**src/rtl/sram_like_to_axi_pkg.sv**
```systemverilog
// sram_like_to_axi_pkg: shared types and constants for the sram-like to AXI bridge.
//   - state_e  : bridge FSM encoding
//   - xact_t   : request latched at grant time
//   - AXI tie-off constants (single-beat INCR, no lock/cache/prot)
//   - size codes and default AXI IDs per upstream port
package sram_like_to_axi_pkg;

  typedef enum logic [2:0] {
    S_IDLE = 3'd0,
    S_AR   = 3'd1,
    S_R    = 3'd2,
    S_AW   = 3'd3,
    S_B    = 3'd4
  } state_e;

  typedef struct packed {
    logic        wr;
    logic [1:0]  size;
    logic [31:0] addr;
    logic [31:0] wdata;
    logic        owner;  // 1 = data port, 0 = inst port
  } xact_t;

  localparam logic [1:0] SIZE_BYTE = 2'd0;
  localparam logic [1:0] SIZE_HALF = 2'd1;
  localparam logic [1:0] SIZE_WORD = 2'd2;

  localparam logic [7:0] AXI_LEN_SINGLE = 8'd0;
  localparam logic [1:0] AXI_BURST_INCR = 2'b01;
  localparam logic [1:0] AXI_LOCK_NONE  = 2'd0;
  localparam logic [3:0] AXI_CACHE_NONE = 4'd0;
  localparam logic [2:0] AXI_PROT_NONE  = 3'd0;

  localparam logic [3:0] INST_ID_DEF = 4'd0;
  localparam logic [3:0] DATA_ID_DEF = 4'd1;

endpackage

```
**src/rtl/sram_like_to_axi_wstrb_gen.sv**
```systemverilog
// axi_wstrb_gen: combinational decoder from transfer size + address low bits to
// AXI write strobes. Size 3 is treated as a full word.
//   size_i    : 0=byte, 1=half, 2/3=word
//   addr_lo_i : address bits [1:0]
//   wstrb_o   : byte-lane strobes
module axi_wstrb_gen
  import sram_like_to_axi_pkg::*;
(
  input  logic [1:0] size_i,
  input  logic [1:0] addr_lo_i,
  output logic [3:0] wstrb_o
);

  always_comb begin
    wstrb_o = 4'b1111;
    case (size_i)
      SIZE_BYTE: wstrb_o = 4'b0001 << addr_lo_i;
      SIZE_HALF: wstrb_o = addr_lo_i[1] ? 4'b1100 : 4'b0011;
      default:   wstrb_o = 4'b1111;
    endcase
  end

endmodule

```
**src/rtl/sram_like_to_axi.sv**
```systemverilog
// sram_like_to_axi: bridges the inst and data sram-like masters onto one AXI
// master, one outstanding transaction at a time, data port has priority.
//   clk, rst             : clock, asynchronous active-low reset
//   inst_* / data_*      : sram-like request (req/wr/size/addr/wdata) and
//                          response (addr_ok/data_ok/rdata) per port
//   ar*/r*/aw*/w*/b*     : AXI master channels, single-beat only
// Optional: define AXI_BRIDGE_PERF_CNT_EN to add perf_rd_cnt, perf_wr_cnt and
// perf_wait_cnt (completed reads, completed writes, non-idle cycles).
module sram_like_to_axi
  import sram_like_to_axi_pkg::*;
#(
  parameter logic [3:0] INST_ID = INST_ID_DEF,
  parameter logic [3:0] DATA_ID = DATA_ID_DEF
) (
  input  logic        clk,
  input  logic        rst,
  // inst port
  input  logic        inst_req,
  input  logic        inst_wr,
  input  logic [1:0]  inst_size,
  input  logic [31:0] inst_addr,
  input  logic [31:0] inst_wdata,
  output logic [31:0] inst_rdata,
  output logic        inst_addr_ok,
  output logic        inst_data_ok,
  // data port
  input  logic        data_req,
  input  logic        data_wr,
  input  logic [1:0]  data_size,
  input  logic [31:0] data_addr,
  input  logic [31:0] data_wdata,
  output logic [31:0] data_rdata,
  output logic        data_addr_ok,
  output logic        data_data_ok,
  // AXI read address
  output logic [3:0]  arid,
  output logic [31:0] araddr,
  output logic [7:0]  arlen,
  output logic [2:0]  arsize,
  output logic [1:0]  arburst,
  output logic [1:0]  arlock,
  output logic [3:0]  arcache,
  output logic [2:0]  arprot,
  output logic        arvalid,
  input  logic        arready,
  // AXI read data
  input  logic [3:0]  rid,
  input  logic [31:0] rdata,
  input  logic [1:0]  rresp,
  input  logic        rlast,
  input  logic        rvalid,
  output logic        rready,
  // AXI write address
  output logic [3:0]  awid,
  output logic [31:0] awaddr,
  output logic [7:0]  awlen,
  output logic [2:0]  awsize,
  output logic [1:0]  awburst,
  output logic [1:0]  awlock,
  output logic [3:0]  awcache,
  output logic [2:0]  awprot,
  output logic        awvalid,
  input  logic        awready,
  // AXI write data
  output logic [3:0]  wid,
  output logic [31:0] wdata,
  output logic [3:0]  wstrb,
  output logic        wlast,
  output logic        wvalid,
  input  logic        wready,
  // AXI write response
  input  logic [3:0]  bid,
  input  logic [1:0]  bresp,
  input  logic        bvalid,
  output logic        bready
`ifdef AXI_BRIDGE_PERF_CNT_EN
  ,
  output logic [31:0] perf_rd_cnt,
  output logic [31:0] perf_wr_cnt,
  output logic [31:0] perf_wait_cnt
`endif
);

  state_e state_q, state_d;
  xact_t  xact_q, xact_d;
  logic   aw_done_q, aw_done_d;
  logic   w_done_q, w_done_d;
  logic   aw_hs, w_hs;
  logic [3:0] own_id;

  // IDs, responses and rlast carry nothing for a single-outstanding bridge.
  logic unused_ok;
  assign unused_ok = ^{rid, rresp, rlast, bid, bresp};

  assign own_id = xact_q.owner ? DATA_ID : INST_ID;

  // Channel valids/readies are pure decodes of registered state, so reset
  // clears them immediately.
  assign arvalid = (state_q == S_AR);
  assign rready  = (state_q == S_R);
  assign awvalid = (state_q == S_AW) && !aw_done_q;
  assign wvalid  = (state_q == S_AW) && !w_done_q;
  assign bready  = (state_q == S_B);
  assign aw_hs   = awvalid && awready;
  assign w_hs    = wvalid && wready;

  assign arid    = own_id;
  assign araddr  = xact_q.addr;
  assign arsize  = {1'b0, xact_q.size};
  assign awid    = own_id;
  assign awaddr  = xact_q.addr;
  assign awsize  = {1'b0, xact_q.size};
  assign wid     = own_id;
  assign wdata   = xact_q.wdata;
  assign wlast   = 1'b1;

  assign arlen   = AXI_LEN_SINGLE;
  assign arburst = AXI_BURST_INCR;
  assign arlock  = AXI_LOCK_NONE;
  assign arcache = AXI_CACHE_NONE;
  assign arprot  = AXI_PROT_NONE;
  assign awlen   = AXI_LEN_SINGLE;
  assign awburst = AXI_BURST_INCR;
  assign awlock  = AXI_LOCK_NONE;
  assign awcache = AXI_CACHE_NONE;
  assign awprot  = AXI_PROT_NONE;

  // rdata is only meaningful while the owner's data_ok is high.
  assign inst_rdata = rdata;
  assign data_rdata = rdata;

  axi_wstrb_gen u_wstrb (
    .size_i    (xact_q.size),
    .addr_lo_i (xact_q.addr[1:0]),
    .wstrb_o   (wstrb)
  );

  always_comb begin
    state_d      = state_q;
    xact_d       = xact_q;
    aw_done_d    = aw_done_q;
    w_done_d     = w_done_q;
    inst_addr_ok = 1'b0;
    data_addr_ok = 1'b0;
    inst_data_ok = 1'b0;
    data_data_ok = 1'b0;
    case (state_q)
      S_IDLE: begin
        // rst gate keeps addr_ok low while reset is asserted
        if (data_req && rst) begin
          data_addr_ok = 1'b1;
          xact_d       = '{wr: data_wr, size: data_size, addr: data_addr,
                           wdata: data_wdata, owner: 1'b1};
          state_d      = data_wr ? S_AW : S_AR;
        end else if (inst_req && rst) begin
          inst_addr_ok = 1'b1;
          xact_d       = '{wr: inst_wr, size: inst_size, addr: inst_addr,
                           wdata: inst_wdata, owner: 1'b0};
          state_d      = inst_wr ? S_AW : S_AR;
        end
      end
      S_AR: if (arready) state_d = S_R;
      S_R: begin
        if (rvalid) begin
          data_data_ok = xact_q.owner;
          inst_data_ok = !xact_q.owner;
          state_d      = S_IDLE;
        end
      end
      S_AW: begin
        if (aw_hs) aw_done_d = 1'b1;
        if (w_hs)  w_done_d  = 1'b1;
        // Readies may land in either order; leave once both beats are out.
        if ((aw_done_q || aw_hs) && (w_done_q || w_hs)) begin
          aw_done_d = 1'b0;
          w_done_d  = 1'b0;
          state_d   = S_B;
        end
      end
      S_B: begin
        if (bvalid) begin
          data_data_ok = xact_q.owner;
          inst_data_ok = !xact_q.owner;
          state_d      = S_IDLE;
        end
      end
      default: state_d = S_IDLE;
    endcase
  end

  always_ff @(posedge clk or negedge rst) begin
    if (!rst) begin
      state_q   <= S_IDLE;
      xact_q    <= '0;
      aw_done_q <= 1'b0;
      w_done_q  <= 1'b0;
    end else begin
      state_q   <= state_d;
      xact_q    <= xact_d;
      aw_done_q <= aw_done_d;
      w_done_q  <= w_done_d;
    end
  end

`ifdef AXI_BRIDGE_PERF_CNT_EN
  logic [31:0] rd_cnt_q, wr_cnt_q, wait_cnt_q;

  always_ff @(posedge clk or negedge rst) begin
    if (!rst) begin
      rd_cnt_q   <= '0;
      wr_cnt_q   <= '0;
      wait_cnt_q <= '0;
    end else begin
      if (state_q == S_R && rvalid) rd_cnt_q   <= rd_cnt_q + 32'd1;
      if (state_q == S_B && bvalid) wr_cnt_q   <= wr_cnt_q + 32'd1;
      if (state_q != S_IDLE)        wait_cnt_q <= wait_cnt_q + 32'd1;
    end
  end

  assign perf_rd_cnt   = rd_cnt_q;
  assign perf_wr_cnt   = wr_cnt_q;
  assign perf_wait_cnt = wait_cnt_q;
`endif

endmodule

```
**config.mk**
```make
export PLATFORM = sky130hd
export DESIGN_NAME = sram_like_to_axi
export DESIGN_NICKNAME = d
export VERILOG_FILES = /design/src/rtl/sram_like_to_axi_pkg.sv /design/src/rtl/sram_like_to_axi_wstrb_gen.sv /design/src/rtl/sram_like_to_axi.sv
export SDC_FILE = /design/constraint.sdc
export NUM_CORES = 1
export LEC_CHECK = 0
export BUFFER_PORTS_ARGS = -buffer_cell sky130_fd_sc_hd__buf_2
export CELL_PAD_IN_SITES_DETAIL_PLACEMENT = 1
export CELL_PAD_IN_SITES_GLOBAL_PLACEMENT = 2
export CORE_AREA = 2 2 164 166
export CTS_CLUSTER_DIAMETER = 100
export DETAILED_ROUTE_END_ITERATION = 10
export DIE_AREA = 0 0 166 168
export PLACE_DENSITY = 0.75
export SLEW_MARGIN = 20
export SYNTH_ARGS = -nofsm -noshare
export SYNTH_HDL_FRONTEND = slang
export SYNTH_SLANG_ARGS = --single-unit
```
**constraint.sdc**
```tcl
create_clock -name clk -period 4.55 [get_ports clk]
set_input_delay 0.455 -clock clk [delete_from_list [all_inputs] [get_ports clk]]
set_output_delay 0.455 -clock clk [all_outputs]
set_load 0.02 [all_outputs]
```
## Word-level counts from Yosys, hierarchy flattened

Index checks and enable logic that the tools add are counted.

| word-level totals | value |
|---|---|
| flip-flop bits (word level) | 72 |
| output and inout bits | 230 |
| word-level logic and storage cells | 68 |

| operators by class | value |
|---|---|
| equal/unequal tests | 10 |
| shift-type cells | 1 |
| muxes and demuxes | 29 |
| reduce and logical (&&, ||, !) cells | 21 |

Operators by type and width:

| kind | count |
|---|---|
| 67-bit two-way mux | 2 |
| 3-bit two-way mux | 6 |
| 3-bit case mux with 5 select lines | 1 |
| 1-bit two-way mux | 14 |
| 4-bit case mux with 2 select lines | 1 |
| 1-bit logical AND | 7 |
| 3-bit by 2-bit equality test with 1-bit output, second input constant | 2 |
| 2-bit AND reduction | 3 |
| 2-bit nonzero test | 3 |
| 5-bit AND reduction | 1 |
| 2-bit two-way mux | 2 |
| 4-bit two-way mux | 1 |
| 2-bit by 1-bit != test with 1-bit output, second input constant | 2 |
| 2-bit != test, second input constant | 2 |
| 1-bit case mux with 2 select lines | 2 |
| 1-bit by 2-bit left shift with 4-bit output, first input constant | 1 |
| 3-bit by 1-bit equality test with 1-bit output, second input constant | 1 |
| 3-bit equality test, second input constant | 1 |
| 1-bit logical NOT | 3 |
| 3-bit logical NOT | 1 |
| 3-bit != test, second input constant | 1 |
| 2-bit by 1-bit equality test with 1-bit output, second input constant | 1 |
| 2-bit logical NOT | 1 |
| 1-bit logical OR | 2 |

## Longest topological paths before layout

Gate-level depths: netlist of the first run.

| depth | value |
|---|---|
| depth after elaboration | 7 |
| depth in mapped cells | 5 |
| depth with buffers taken out | 4 |

## Modules after synthesis

Synthesis of the first run repeated with hierarchy kept, for this count alone.

| second synthesis, totals | value |
|---|---|
| cell total of the unflattened synthesis | 496 |
| area total of the unflattened synthesis | 4932.2 sq um |

Modules (own cells, without submodules):

| module | times used | cells each | area an instance (sq um) | seq. area each (sq um) |
|---|---|---|---|---|
| sram_like_to_axi | 1 | 489 | 4888.4 | 1801.7 |
| axi_wstrb_gen | 1 | 7 | 43.8 | 0.0 |

## Worst setup path after synthesis of the first run

Ideal clock, no wire load.

| path | value |
|---|---|
| kind | reg2out |
| start point | register state_q[1] |
| end point | output port data_data_ok |
| arrival | 1838 ps |
| required time | 4095 ps |
| path slack | 2257 ps |
| cell stages (with the launch flop) | 5 |
| path buffers | 1 |
| cell sequence | dfrtp_1 > clkbuf_1 > nor3b_1 > a22oi_1 > nor2_1 |

| between the ends | value |
|---|---|
| cells in the longest elaborated chain, start to end | 2 |
| elaborated cells between the ends (all ways) | 3 |

RTL lines:

| what | line | source |
|---|---|---|
| start: declaration | sram_like_to_axi.sv:84 | `state_e state_q, state_d;` |
| start signal: assignment | sram_like_to_axi.sv:198 | `state_q <= state_d;` |
| 3-bit by 2-bit equality test with 1-bit output | -- |  |
| via rready | sram_like_to_axi.sv:52 | `output logic rready,` |
| 1-bit case mux with 2 select lines | sram_like_to_axi.sv:147 | `case (state_q)` |
| end: declaration | sram_like_to_axi.sv:34 | `output logic data_data_ok,` |

The timed path passes the listed nets, and every way through them passes these cells.

## Final worst setup path of the first run

| path | value |
|---|---|
| start point | input port rst |
| end point | output port data_addr_ok |

| between the ends | value |
|---|---|
| cells in the longest elaborated chain, start to end | 3 |

RTL lines:

| what | line | source |
|---|---|---|
| start: declaration | sram_like_to_axi.sv:16 | `input logic rst,` |
| 1-bit logical AND | sram_like_to_axi.sv:150 | `if (data_req && rst) begin` |
| 1-bit two-way mux | sram_like_to_axi.sv:150 |  |
| 1-bit two-way mux | sram_like_to_axi.sv:147 |  |
| end: declaration | sram_like_to_axi.sv:33 | `output logic data_addr_ok,` |

Every way passes these cells.

==> metrics.log, run 1 <==
INFO  metric power_density = 698 mW/mm^2
INFO  metric synth.area.mux_share = 14.7%
INFO  metric timing_max_transition_violations_final = 0
INFO  metric clock_sink_count = 72
INFO  metric detail_route.vias_per_cell = 3.70
INFO  metric fill_cells = 3178
INFO  metric drc = 0
INFO  metric switching_share = 45.3%
INFO  metric firstDrtPassIters = 4
INFO  metric setup_total_neg_slack = 0 ns
INFO  metric core-area = 0.0264 mm^2
INFO  metric finalWorstPathRequiredPeriod = 2.35 ns
INFO  metric average_size_of_a_mapped_cell = 9.25 um^2
INFO  metric dieWidth = 166 um
INFO  metric dp.cells = 973
INFO  metric layout_common_cells = buf_2 (257), nor2_1 (79), dfrtp_1 (72)
INFO  metric critical-path-max-stage-delay = 0.47 ns
INFO  metric dr_total_vias = 3658
INFO  metric first_global_vias = 3629
INFO  metric cp.required = 4.09 ns
INFO  metric grt_overflow = 0
INFO  metric finClkSkew = 0.0114 ns
INFO  metric portion_of_the_post_synthesis_area_used_by_sequential_elements = 39.4%
INFO  metric die_y = 168 um
INFO  metric ctsRootBufferMaster = clkbuf_16
INFO  metric critical-path-slowest-cell = buf_4
INFO  metric total_switching_power = 0.00179 W
INFO  metric synth_adder_area_share = 0%
INFO  metric placed_cell_areas = 0.00529 mm^2
INFO  metric die-area = 0.0279 mm^2
INFO  metric hold_path.class = in2async
INFO  metric clock_pin_slew_of_the_registers_on_the_worst_case_setup_and_hold_paths = 0.06 ns
INFO  metric gp_congestion = 0.691
INFO  metric grt_max_degree = 71
INFO  metric cap_viol_max_count = 0
INFO  metric worstSetupStartpointType = input port
INFO  metric critPathMaxFanout = 43
INFO  metric synthCells = 495
INFO  metric timing.final.crit_share = 51.6%
INFO  metric placementRows = 60
INFO  metric path_class = in2out
INFO  metric cts_setup_buffers = 0
INFO  metric netlist_top_cells_area = dfrtp_1 (39%), buf_4 (25%), mux2i_1 (14%)
INFO  metric clock_path_buffers = 2
INFO  metric effective_utilization_at_floorplan = 17.4%
INFO  metric io_buffer_count = 258
INFO  metric finalNetCount = 831
INFO  metric tightest_slew = 0.690 ns
INFO  metric result_of_the_run = finished, final reports clean
INFO  metric fraction_of_synthesized_cell_area_in_xor_and_xnor_cells = 0%
INFO  metric synth-warning-count = 0
INFO  metric grt_util_all_layers = 9.59%
INFO  metric wl_per_cell = 14.0 um
INFO  metric cts_tree = done
INFO  metric grt_pass1_wl = 20700 um
INFO  metric route.antenna.remaining_nets = 0
INFO  metric end_kind = output pin
INFO  metric finalNonFillerCells = 989
INFO  metric rsz0062_at_grt = no
INFO  metric combinational_family_with_the_most_area_after_synthesis = buffers and inverters
INFO  metric power.clock.fraction = 22.3%
INFO  metric mostFrequentLayoutCell = buf_2
INFO  metric synth-simple-area-share = 9.10%
INFO  metric irDropWorstVdd = 184 uV
INFO  metric dp_slack = 2.12 ns
INFO  metric seq_power_share = 31.1%
INFO  metric drive_above_1_share = 43.2%
INFO  metric cp.buffers_inverters = 3
INFO  metric p_leak = 3.03 nW
INFO  metric synth.top_cell.area_share = 39.4%
INFO  metric yosysTopAreaCell = dfrtp_1
INFO  metric synth_seq_cells = 72
INFO  metric maxSlewHeadroom = 54.0%
INFO  metric finalWorstSetupSlack = 2.20 ns
INFO  metric synth.distinct_cells = 27
INFO  metric drt_wl_total = 13900 um
INFO  metric hold_viol_final = 0
INFO  metric cp_cell_sequence = buf_4 > nand2_4 > buf_4 > nor4_1 > buf_2
INFO  metric fmax = 0.426 GHz
INFO  metric htree_num_levels = 3
INFO  metric most_prevalent_standard_cell_on_the_critical_path = buf_4
INFO  metric setup_viol = 0
INFO  metric ctsHoldBuffers = 0
INFO  metric postLayoutCellArea = 0.00565 mm^2
INFO  metric arrival = 1.89 ns
INFO  metric synth_area = 0.00458 mm^2
INFO  metric num_io_pins = 418
INFO  metric area.growth.synth_to_final = 23.5%
INFO  metric clock_insertion_delay_worst_skew = 0.34 ns
INFO  metric cts_repair_resize_count = 0
INFO  metric internal-power = 0.00216 W
INFO  metric critical-path-top-delay-family = buffers and inverters
INFO  metric tritoncts.num_buffers = 9
INFO  metric power.share.combinational = 46.5%
INFO  metric drt_first_iter_violations = 147
INFO  metric insertedDiodeCount = 0
INFO  metric antenna_found_initial = 0
INFO  metric detailed_place_hpwl = 11000 um
INFO  metric synth_compound_area_share = 9.57%
==> power groups by stage <==
| stage | logic, W | clock network (W) | registers (W) |
|---|---|---|---|
| floorplan | 0.00116 | 0 | 0.00152 |
| global placement | 0.00184 | 0 | 0.00124 |
| detailed placement | 0.00187 | 0 | 0.00125 |
| CTS | 0.00187 | 0.000922 | 0.00125 |
| global route | 0.00200 | 0.000941 | 0.00129 |
| finish | 0.00184 | 0.000882 | 0.00123 |
==> cell type report <==
cell class / count / area [um^2] / share of cell area, %
repair buffers: 263 / 1330 / 23.5
inverters: 3 / 11.3 / 0.199
multi-input cells: 294 / 1720 / 30.4
clock inverters: 5 / 129 / 2.28
well taps: 341 / 427 / 7.55
clock buffers: 11 / 233 / 4.12
flip-flops and latches: 72 / 1800 / 31.9
==> worst paths after layout <==
kind,start,endpoint,slack [ns],cells after the start
setup / recovery,rst,data_addr_ok,2.20,5
hold reg to reg,wdata[20]$_DFFE_PN0P_,wdata[20]$_DFFE_PN0P_,0.52,2
max in group asynchronous,rst,arsize[1]$_DFFE_PN0P_,3.53,2
hold / removal,rst,wdata[26]$_DFFE_PN0P_,0.12,1
setup reg to reg,state_q[0]$_DFFE_PN0P_,araddr[21]$_DFFE_PN0P_,2.57,5
min in group clk,awready,aw_done_q$_DFFE_PN0P_,0.38,3
==> cells in the mapped netlist <==
cell type  number
buf_4         150
nor2_1         79
dfrtp_1        72
a21oi_1        69
mux2i_1        66
buf_2          12
clkbuf_1       10
o21bai_1        5
nor3b_1         4
inv_1           3
a211oi_1        2
a21o_1          2
buf_1           2
conb_1          2
nand3b_1        2
nor3_1          2
nor4_1          2
o21ai_0         2
a22oi_1         1
and3_1          1
and3b_1         1
mux2_2          1
nand2_1         1
nand2b_1        1
nor2b_1         1
nor4_4          1
o211ai_1        1
==> state kept, by name, indices dropped and copies added (netlist names) <==
name / count
arsize: 2
state_q: 3
wdata: 32
xact_q: 1
w_done_q: 1
araddr: 32
aw_done_q: 1
==> through the flow <==
stage / hold slack, ns / total power [W] / util (%)
finish: 0.116 / 0.00395 / 21.5
global route: 0.146 / 0.00423 / 21.5
CTS: 0.130 / 0.00404 / 21.5
detailed placement: 0.505 / 0.00312 / 20.1
global placement: 0.495 / 0.00308 / 20.1
floorplan: 0.159 / 0.00268 / -
==> per-layer routing <==
| layer | global-route usage (%) | wire, um | up-vias |
|---|---|---|---|
| met5 | 0 | 0 | - |
| met4 | 3.55 | 355 | 0 |
| met3 | 4.25 | 1370 | 22 |
| met2 | 16.2 | 6760 | 218 |
| met1 | 10.7 | 5370 | 1678 |
| li1 | - | - | 1740 |
==> kinds of logic (layout without fill, tap and decap cells) <==
logic type	count (synthesis)	in the layout
and+or+nand+nor	95	95
other	2	50
DFF	72	72
AOI/OAI and AO/OA	82	82
buffers and inverters	177	282
muxes	67	67
(Power assumes the default switching activity.)
==> run 2, diff against run 1 <==
--- a/config.mk
+++ b/config.mk
@@ -5,14 +5,15 @@
 export SDC_FILE = /design/constraint.sdc
 export NUM_CORES = 1
 export LEC_CHECK = 0
+export ABC_AREA = 1
 export BUFFER_PORTS_ARGS = -buffer_cell sky130_fd_sc_hd__buf_2
 export CELL_PAD_IN_SITES_DETAIL_PLACEMENT = 1
 export CELL_PAD_IN_SITES_GLOBAL_PLACEMENT = 2
-export CORE_AREA = 2 2 164 166
+export CORE_MARGIN = 2
+export CORE_UTILIZATION = 18
 export CTS_CLUSTER_DIAMETER = 100
 export DETAILED_ROUTE_END_ITERATION = 10
-export DIE_AREA = 0 0 166 168
-export PLACE_DENSITY = 0.75
+export PLACE_DENSITY = 0.81
 export SLEW_MARGIN = 20
 export SYNTH_ARGS = -nofsm -noshare
 export SYNTH_HDL_FRONTEND = slang
==> constraint.sdc (replaced) <==
create_clock -name clk -period 2.2 [get_ports clk]
set_input_delay 0.22 -clock clk [delete_from_list [all_inputs] [get_ports clk]]
set_output_delay 0.22 -clock clk [all_outputs]
set_load 0.02 [all_outputs]
==> run 2 against run 1 <==
Register-to-register slack got worse by 1.9 ns; clock power increased by 78%; cell area decreased by 1.1%; clock-buffer cell count decreased by 1; sequential share of layout area increased by 0.36 points; combinational power increased by 110%; via count increased by 13%; critical endpoint is now inst_data_ok; largest power group unchanged.
==> metrics.log, run 2 <==
INFO  metric die_y = 163 um (was 168 um)
INFO  metric antenna_found_initial = 0 (unchanged)
INFO  metric critical-path-top-delay-family = simple AND/OR/NAND/NOR gates (was buffers and inverters)
INFO  metric timing_max_transition_violations_final = 0 (unchanged)
INFO  metric wl_per_cell = 14.2 um (was 14.0 um)
INFO  metric yosys.cell_count.top_type = nand2_1 (was buf_4)
INFO  metric htree_num_levels = 3 (unchanged)
INFO  metric drive_above_1_share = 39.0% (was 43.2%)
INFO  metric power_density = 1430 mW/mm^2 (was 698 mW/mm^2)
INFO  metric synthFlopType = dfrtp_1 (unchanged)
INFO  metric cp.buffers_inverters = 2 (was 3)
INFO  metric end_kind = output pin (unchanged)
INFO  metric dieWidth = 163 um (was 166 um)
INFO  metric switching_share = 47.4% (was 45.3%)
INFO  metric cp.required = 1.98 ns (was 4.09 ns)
INFO  metric finalNetCount = 922 (was 831)
INFO  metric path_class = reg2out (was in2out)
INFO  metric first_global_vias = 3913 (was 3629)
INFO  metric tritoncts.num_buffers = 9 (unchanged)
INFO  metric layout_common_cells = buf_2 (257), nand2_1 (152), nor2_1 (77) (was buf_2 (257), nor2_1 (79), dfrtp_1 (72))
INFO  metric asyncSetResetFlopFracSynth = 100% (unchanged)
INFO  metric dp_slack = 0.419 ns (was 2.12 ns)
INFO  metric mostFrequentLayoutCell = buf_2 (unchanged)
INFO  metric grt_util_all_layers = 10.9% (was 9.59%)
INFO  metric fraction_of_synthesized_cell_area_in_xor_and_xnor_cells = 0% (unchanged)
INFO  metric setup_viol = 0 (unchanged)
INFO  metric clock_insertion_delay_worst_skew = 0.34 ns (about the same)
INFO  metric finClkSkew = 0.0105 ns (was 0.0114 ns)
INFO  metric insertedDiodeCount = 0 (unchanged)
INFO  metric power.share.combinational = 49.4% (was 46.5%)
INFO  metric arrival = 1.75 ns (was 1.89 ns)
INFO  metric placementRows = 58 (was 60)
INFO  metric fin_hold_ws = 0.131 ns (was 0.116 ns)
INFO  metric route.antenna.remaining_nets = 0 (unchanged)
INFO  metric synth_seq_cells = 72 (unchanged)
INFO  metric synth_edf_count = 0 (unchanged)
INFO  metric effective_utilization_at_floorplan = 18.2% (was 17.4%)
INFO  metric critPathMaxFanout = 6 (was 43)
INFO  metric die-area = 0.0266 mm^2 (was 0.0279 mm^2)
INFO  metric finalWorstSetupSlack = 0.225 ns (was 2.20 ns)
INFO  metric grt_overflow = 0 (unchanged)
INFO  metric area.growth.synth_to_final = 22.7% (was 23.5%)
INFO  metric netlist_top_cells_area = dfrtp_1 (40%), buf_4 (25%), nand2_1 (13%) (was dfrtp_1 (39%), buf_4 (25%), mux2i_1 (14%))
INFO  metric detailed_place_hpwl = 11600 um (was 11000 um)
INFO  metric setup_total_neg_slack = 0 ns (unchanged)
INFO  metric ctsRootBufferMaster = clkbuf_16 (unchanged)
INFO  metric total_power = 0.00798 W (was 0.00395 W)
INFO  metric grt_max_degree = 71 (unchanged)
INFO  metric portion_of_the_post_synthesis_area_used_by_sequential_elements = 39.5% (was 39.4%)
INFO  metric p_leak = 2.85 nW (was 3.03 nW)
INFO  metric firstDrtPassIters = 4 (unchanged)
INFO  metric dr_total_vias = 4136 (was 3658)
INFO  metric yosysTopAreaCell = dfrtp_1 (unchanged)
INFO  metric critical-path-slowest-cell = dfrtp_1 (was buf_4)
INFO  metric total_switching_power = 0.00379 W (was 0.00179 W)
INFO  metric cp_cell_sequence = inv_2 > nand2_1 > nor2_1 > o21ai_0 > nor3b_2 > buf_2 (was buf_4 > nand2_4 > buf_4 > nor4_1 > buf_2)
INFO  metric clock_pin_slew_of_the_registers_on_the_worst_case_setup_and_hold_paths = 0.07 ns (was 0.06 ns)
INFO  metric critical-path-max-stage-delay = 0.45 ns (was 0.47 ns)
INFO  metric gp_congestion = 0.735 (was 0.691)
INFO  metric finalWorstPathRequiredPeriod = 1.97 ns
INFO  metric cts_setup_buffers = 0 (unchanged)
INFO  metric synth.top_cell.area_share = 39.5% (was 39.4%)
INFO  metric core-area = 0.0250 mm^2 (was 0.0264 mm^2)
INFO  metric synth.area.mux_share = 0% (was 14.7%)
INFO  metric synth-simple-area-share = 20.8% (was 9.10%)
INFO  metric seq_power_share = 31.0% (was 31.1%)
INFO  metric setup.reg_to_reg.worst_slack = 0.62 ns (was 2.57 ns)
INFO  metric worstSetupStartpointType = flop (was input port)
INFO  metric drc = 0 (unchanged)
INFO  metric cts_tree = done (unchanged)
INFO  metric drt_first_iter_violations = 210 (was 147)
INFO  metric irDropWorstVdd = 470 uV (was 184 uV)
INFO  metric hold_path.class = in2reg (was in2async)
INFO  metric synth_area = 0.00456 mm^2 (was 0.00458 mm^2)
INFO  metric internal-power = 0.00420 W (was 0.00216 W)
INFO  metric drt_wl_total = 15100 um (was 13900 um)
INFO  metric synth_adder_area_share = 0% (unchanged)
INFO  metric hold_viol_final = 0 (unchanged)
INFO  metric rsz0062_at_grt = no (unchanged)
INFO  metric synth.distinct_cells = 20 (was 27)
INFO  metric result_of_the_run = finished, final reports clean (unchanged)
INFO  metric io_buffer_count = 258 (unchanged)
INFO  metric combinational_family_with_the_most_area_after_synthesis = buffers and inverters (unchanged)
INFO  metric detail_route.vias_per_cell = 3.87 (was 3.70)
INFO  metric clock_sink_count = 72 (unchanged)
INFO  metric synth_compound_area_share = 10.3% (was 9.57%)
INFO  metric power.clock.fraction = 19.6% (was 22.3%)
INFO  metric timing.final.crit_share = 89.8%
INFO  metric top_post_synthesis_cells_by_count = nand2_1 (153), buf_4 (151), nor2_1 (77), dfrtp_1 (72), a31oi_1 (66) (was buf_4 (150), nor2_1 (79), dfrtp_1 (72), a21oi_1 (69), mux2i_1 (66))
INFO  metric grt_pass1_wl = 22000 um (was 20700 um)
INFO  metric average_size_of_a_mapped_cell = 7.75 um^2 (was 9.25 um^2)
INFO  metric synthCells = 588 (was 495)
INFO  metric num_io_pins = 418 (unchanged)
INFO  metric synth-warning-count = 0 (unchanged)
INFO  metric fmax = 0.506 GHz
INFO  metric cap_viol_max_count = 0 (unchanged)
INFO  metric clock_path_buffers = 2 (unchanged)
## run 2: cells by family (layout without fill, tap and decap cells)
family,count (synthesis),count (layout)
buffers and inverters,194,297
flip-flops,72,72
AND/OR/NAND/NOR,243,243
AO/OA/AOI/OAI,77,77
other,2,50
## run 2: worst paths after layout
| check | from | endpoint | cells after the start |
|---|---|---|---|
| worst max-delay path | state_q[1]$_DFFE_PN0P_ | inst_data_ok | 6 |
| worst min-delay path | inst_wdata[19] | wdata[19]$_DFFE_PN0P_ | 3 |
| worst max register to register | state_q[2]$_DFFE_PN0P_ | araddr[9]$_DFFE_PN0P_ | 6 |
| worst min register to register | aw_done_q$_DFFE_PN0P_ | aw_done_q$_DFFE_PN0P_ | 2 |
| max in group asynchronous | rst | wdata[18]$_DFFE_PN0P_ | 3 |
| min in group asynchronous | rst | state_q[2]$_DFFE_PN0P_ | 2 |
## run 2: power groups by stage
stage	Clock (W)	Sequential [W]	Combinational [W]
global route	0.00172	0.00259	0.00431
floorplan	0	0.00317	0.00244
finish	0.00157	0.00248	0.00394
detailed placement	0	0.00253	0.00401
CTS	0.00166	0.00251	0.00401
global placement	0	0.00250	0.00396
## run 2: layout make-up
class | instances | area (um^2)
Fill cell | 3128 | 19400
Sequential cell | 72 | 1800
Tap cell | 330 | 413
Clock buffer | 10 | 239
Multi-Input combinational cell | 370 | 1610
Inverter | 16 | 60.1
Timing Repair Buffer | 265 | 1400
Clock inverter | 6 | 67.6
## run 2: stage by stage
| step | instances | util [%] | cell area, um^2 |
|---|---|---|---|
| 6_report | 1069 | 22.3 | 5590 |
| 5_1_grt | 1069 | 22.3 | 5590 |
| 4_1_cts | 1069 | 22.3 | 5590 |
| 3_5_place_dp | 1052 | 21.0 | 5270 |
| 3_3_place_gp | 1052 | 21.0 | 5270 |
| 2_1_floorplan | 636 | - | 4740 |
## run 2: what timing repair did
item,CTS,global route
gates resized for setup,0,1
hold buffers,1,0
endpoints found under the hold margin,11,0
endpoints found under the setup margin,0,1
## run 2: per-layer routing
layer / part of all wire, % / vias to the layer above / track usage (%)
met4: 3.5 / 0 / 5.15
met5: 0 / - / 0
met1: 39 / 1897 / 12.5
li1: - / 1991 / -
met2: 49 / 214 / 18.6
met3: 9.0 / 34 / 3.38
## run 2: worst register-to-register path, stage by stage, from the launching register on
cell and delay (ns):
dfrtp_1 0.42, inv_2 0.15, nand3_2 0.15, nor2_4 0.20
buf_12 0.28, nor2_1 0.13, a31oi_1 0.16
==> run 3, diff against run 2 <==
--- a/config.mk
+++ b/config.mk
@@ -7,13 +7,11 @@
 export LEC_CHECK = 0
 export ABC_AREA = 1
 export BUFFER_PORTS_ARGS = -buffer_cell sky130_fd_sc_hd__buf_2
-export CELL_PAD_IN_SITES_DETAIL_PLACEMENT = 1
-export CELL_PAD_IN_SITES_GLOBAL_PLACEMENT = 2
-export CORE_MARGIN = 2
-export CORE_UTILIZATION = 18
+export CORE_AREA = 2 2 161 163
 export CTS_CLUSTER_DIAMETER = 100
 export DETAILED_ROUTE_END_ITERATION = 10
-export PLACE_DENSITY = 0.81
+export DIE_AREA = 0 0 163 165
+export PLACE_DENSITY = 0.44
 export SLEW_MARGIN = 20
 export SYNTH_ARGS = -nofsm -noshare
 export SYNTH_HDL_FRONTEND = slang
==> run 3 against run 2 <==
Register-to-register slack about the same; combinational power up 2%; global-route usage increased by 0.081 points; critical path depth decreased by 1; die area grew 1.1%; worst setup slack worse by 0.0082 ns; clock power is 5% higher; sequential power is essentially flat; clock-buffer cell count unchanged; wire length up 2.1%; sequential cell count unchanged.
==> metrics.log, run 3 (synthesized netlist as in run 2, its figures left out) <==
INFO  metric result_of_the_run = finished, final reports clean (unchanged)
INFO  metric ctsRootBufferMaster = clkbuf_16 (unchanged)
INFO  metric drt_wl_total = 15500 um (was 15100 um)
INFO  metric cp.buffers_inverters = 2 (unchanged)
INFO  metric switching_share = 47.0% (was 47.4%)
INFO  metric fill_cells = 2871 (was 3128)
INFO  metric cp.required = 1.98 ns (about the same)
INFO  metric finalCoreUtilization = 22.5% (was 22.3%)
INFO  metric cts_tree = done (unchanged)
INFO  metric power.clock.fraction = 20.3% (was 19.6%)
INFO  metric total_switching_power = 0.00382 W (was 0.00379 W)
INFO  metric hold_path.class = in2reg (unchanged)
INFO  metric die-area = 0.0269 mm^2 (was 0.0266 mm^2)
INFO  metric grt_pass1_wl = 21900 um (was 22000 um)
INFO  metric cp_cell_sequence = inv_2 > nand2_1 > o21ai_0 > nor3b_1 > buf_2 (was inv_2 > nand2_1 > nor2_1 > o21ai_0 > nor3b_2 > buf_2)
INFO  metric insertedDiodeCount = 0 (unchanged)
INFO  metric drc = 0 (unchanged)
INFO  metric finalNetCount = 925 (was 922)
INFO  metric finalWorstPathRequiredPeriod = 1.98 ns (was 1.97 ns)
INFO  metric critical-path-top-delay-family = flip-flops (was simple AND/OR/NAND/NOR gates)
INFO  metric maxSlewHeadroom = 54.4%
INFO  metric critPathMaxFanout = 6 (unchanged)
INFO  metric cap_viol_max_count = 0 (unchanged)
INFO  metric effective_utilization_at_floorplan = 18.2% (unchanged)
INFO  metric rsz0062_at_grt = no (unchanged)
INFO  metric dr_total_vias = 4109 (was 4136)
INFO  metric antenna_found_initial = 0 (unchanged)
INFO  metric hold_viol_final = 0 (unchanged)
INFO  metric drt_first_iter_violations = 212 (was 210)
INFO  metric seq_power_share = 30.3% (was 31.0%)
INFO  metric clock_path_buffers = 2 (unchanged)
INFO  metric cts_setup_buffers = 0 (unchanged)
INFO  metric placed_cell_areas = 0.00529 mm^2 (was 0.00527 mm^2)
INFO  metric area.growth.synth_to_final = 23.4% (was 22.7%)
INFO  metric detail_route.vias_per_cell = 3.84 (was 3.87)
INFO  metric detailed_place_hpwl = 11900 um (was 11600 um)
INFO  metric io_buffer_count = 258 (unchanged)
INFO  metric drive_above_1_share = 39.0% (about the same)
INFO  metric route.antenna.remaining_nets = 0 (unchanged)
INFO  metric power_density = 1450 mW/mm^2 (was 1430 mW/mm^2)
INFO  metric grt_util_all_layers = 11.0% (was 10.9%)
INFO  metric layout_common_cells = buf_2 (257), nand2_1 (152), nor2_1 (77) (unchanged)
INFO  metric wl_per_cell = 14.4 um (was 14.2 um)
INFO  metric tightest_slew = 0.684 ns
INFO  metric critical-path-max-stage-delay = 0.44 ns (was 0.45 ns)
INFO  metric mostFrequentLayoutCell = buf_2 (unchanged)
INFO  metric dieWidth = 163 um (about the same)
INFO  metric postLayoutCellArea = 0.00562 mm^2 (was 0.00559 mm^2)
INFO  metric timing_max_transition_violations_final = 0 (unchanged)
INFO  metric setup_viol = 0 (unchanged)
INFO  metric setup.reg_to_reg.worst_slack = 0.63 ns (was 0.62 ns)
INFO  metric num_io_pins = 418 (unchanged)
INFO  metric setup_total_neg_slack = 0 ns (unchanged)
INFO  metric path_class = reg2out (unchanged)
INFO  metric grt_max_degree = 79 (was 71)
INFO  metric irDropWorstVdd = 466 uV (was 470 uV)
INFO  metric p_leak = 2.87 nW (was 2.85 nW)
INFO  metric die_y = 165 um (was 163 um)
INFO  metric arrival = 1.76 ns (was 1.75 ns)
INFO  metric timing.final.crit_share = 90.1% (was 89.8%)
INFO  metric placementRows = 58 (unchanged)
INFO  metric clock_insertion_delay_worst_skew = 0.34 ns (about the same)
INFO  metric core-area = 0.0250 mm^2 (unchanged)
INFO  metric critical-path-slowest-cell = dfrtp_1 (unchanged)
INFO  metric firstDrtPassIters = 4 (unchanged)
INFO  metric fmax = 0.504 GHz (was 0.506 GHz)
INFO  metric clock_sink_count = 72 (unchanged)
INFO  metric clock_pin_slew_of_the_registers_on_the_worst_case_setup_and_hold_paths = 0.07 ns (about the same)
INFO  metric gp_congestion = 0.767 (was 0.735)
INFO  metric first_global_vias = 3699 (was 3913)
INFO  metric worstSetupStartpointType = flop (unchanged)
INFO  metric htree_num_levels = 3 (unchanged)
INFO  metric power.share.combinational = 49.4% (about the same)
INFO  metric end_kind = output pin (unchanged)
INFO  metric total_power = 0.00813 W (was 0.00798 W)
INFO  metric grt_overflow = 0 (unchanged)
INFO  metric internal-power = 0.00431 W (was 0.00420 W)
INFO  metric finClkSkew = 0.00764 ns (was 0.0105 ns)
INFO  metric tritoncts.num_buffers = 9 (unchanged)
-- run 3: cell types whose count changed in the layout (fill, tap and decap cells not counted), sizes merged --
cell,before,now
clkinvlp,2,1
inv,17,16
bufinv,1,2
buf,264,267
-- run 3: per-stage QoR --
step	std cells	setup slack [ns]	hold WS [ns]
5_1_grt	1071	0.0223	0.121
3_3_place_gp	1055	0.556	0.303
2_1_floorplan	636	0.367	-0.0756
4_1_cts	1071	0.114	0.113
3_5_place_dp	1055	0.501	0.306
6_report	1071	0.217	0.136
-- run 3: per-layer routing --
metal  vias to the layer above  wire length, um  GRT usage (%)
li1                       1993                -              -
met1                      1858             6110           12.5
met2                       215             7580           19.3
met3                        43             1320           3.14
met4                         0              456           4.75
met5                         -                0              0
-- run 3: worst register-to-register path: stages (launching register included) --
cell and delay [ns]:
dfrtp_1 0.42, inv_2 0.15, nand3_2 0.14, nor2_4 0.19, buf_12 0.28, nor2_1 0.15
a31oi_1 0.16
-- run 3: power by group through the flow --
stage / clock network [W] / logic, W / registers (W)
6_report: 0.00165 / 0.00402 / 0.00247
5_1_grt: 0.00178 / 0.00441 / 0.00257
4_1_cts: 0.00173 / 0.00410 / 0.00249
3_5_place_dp: 0 / 0.00410 / 0.00252
3_3_place_gp: 0 / 0.00411 / 0.00248
2_1_floorplan: 0 / 0.00244 / 0.00317
-- run 3: path summary, 6_finish.rpt --
path | startpoint | end | cells past startpoint
max in group asynchronous | rst | araddr[27]$_DFFE_PN0P_ | 3
worst min-delay path | inst_addr[31] | araddr[31]$_DFFE_PN0P_ | 3
min in group asynchronous | rst | aw_done_q$_DFFE_PN0P_ | 3
worst max register to register | state_q[2]$_DFFE_PN0P_ | araddr[17]$_DFFE_PN0P_ | 6
worst max-delay path | state_q[1]$_DFFE_PN0P_ | inst_data_ok | 5
worst min register to register | w_done_q$_DFFE_PN0P_ | w_done_q$_DFFE_PN0P_ | 2
-- run 3: cell type report --
cell class	instances	area [um^2]	share of cell area (%)
clock buffer	10	239	4.25
clock inverter	5	81.3	1.45
inverter	16	60.1	1.07
multi-input combinational	370	1610	28.6
sequential	72	1800	32.0
tap	330	413	7.34
timing repair buffer	268	1420	25.3
-- run 3: timing repair --
action,4_1_cts,5_1_grt
hold endpoints to repair,23,0
hold buffers,1,0
gates resized for setup,0,0
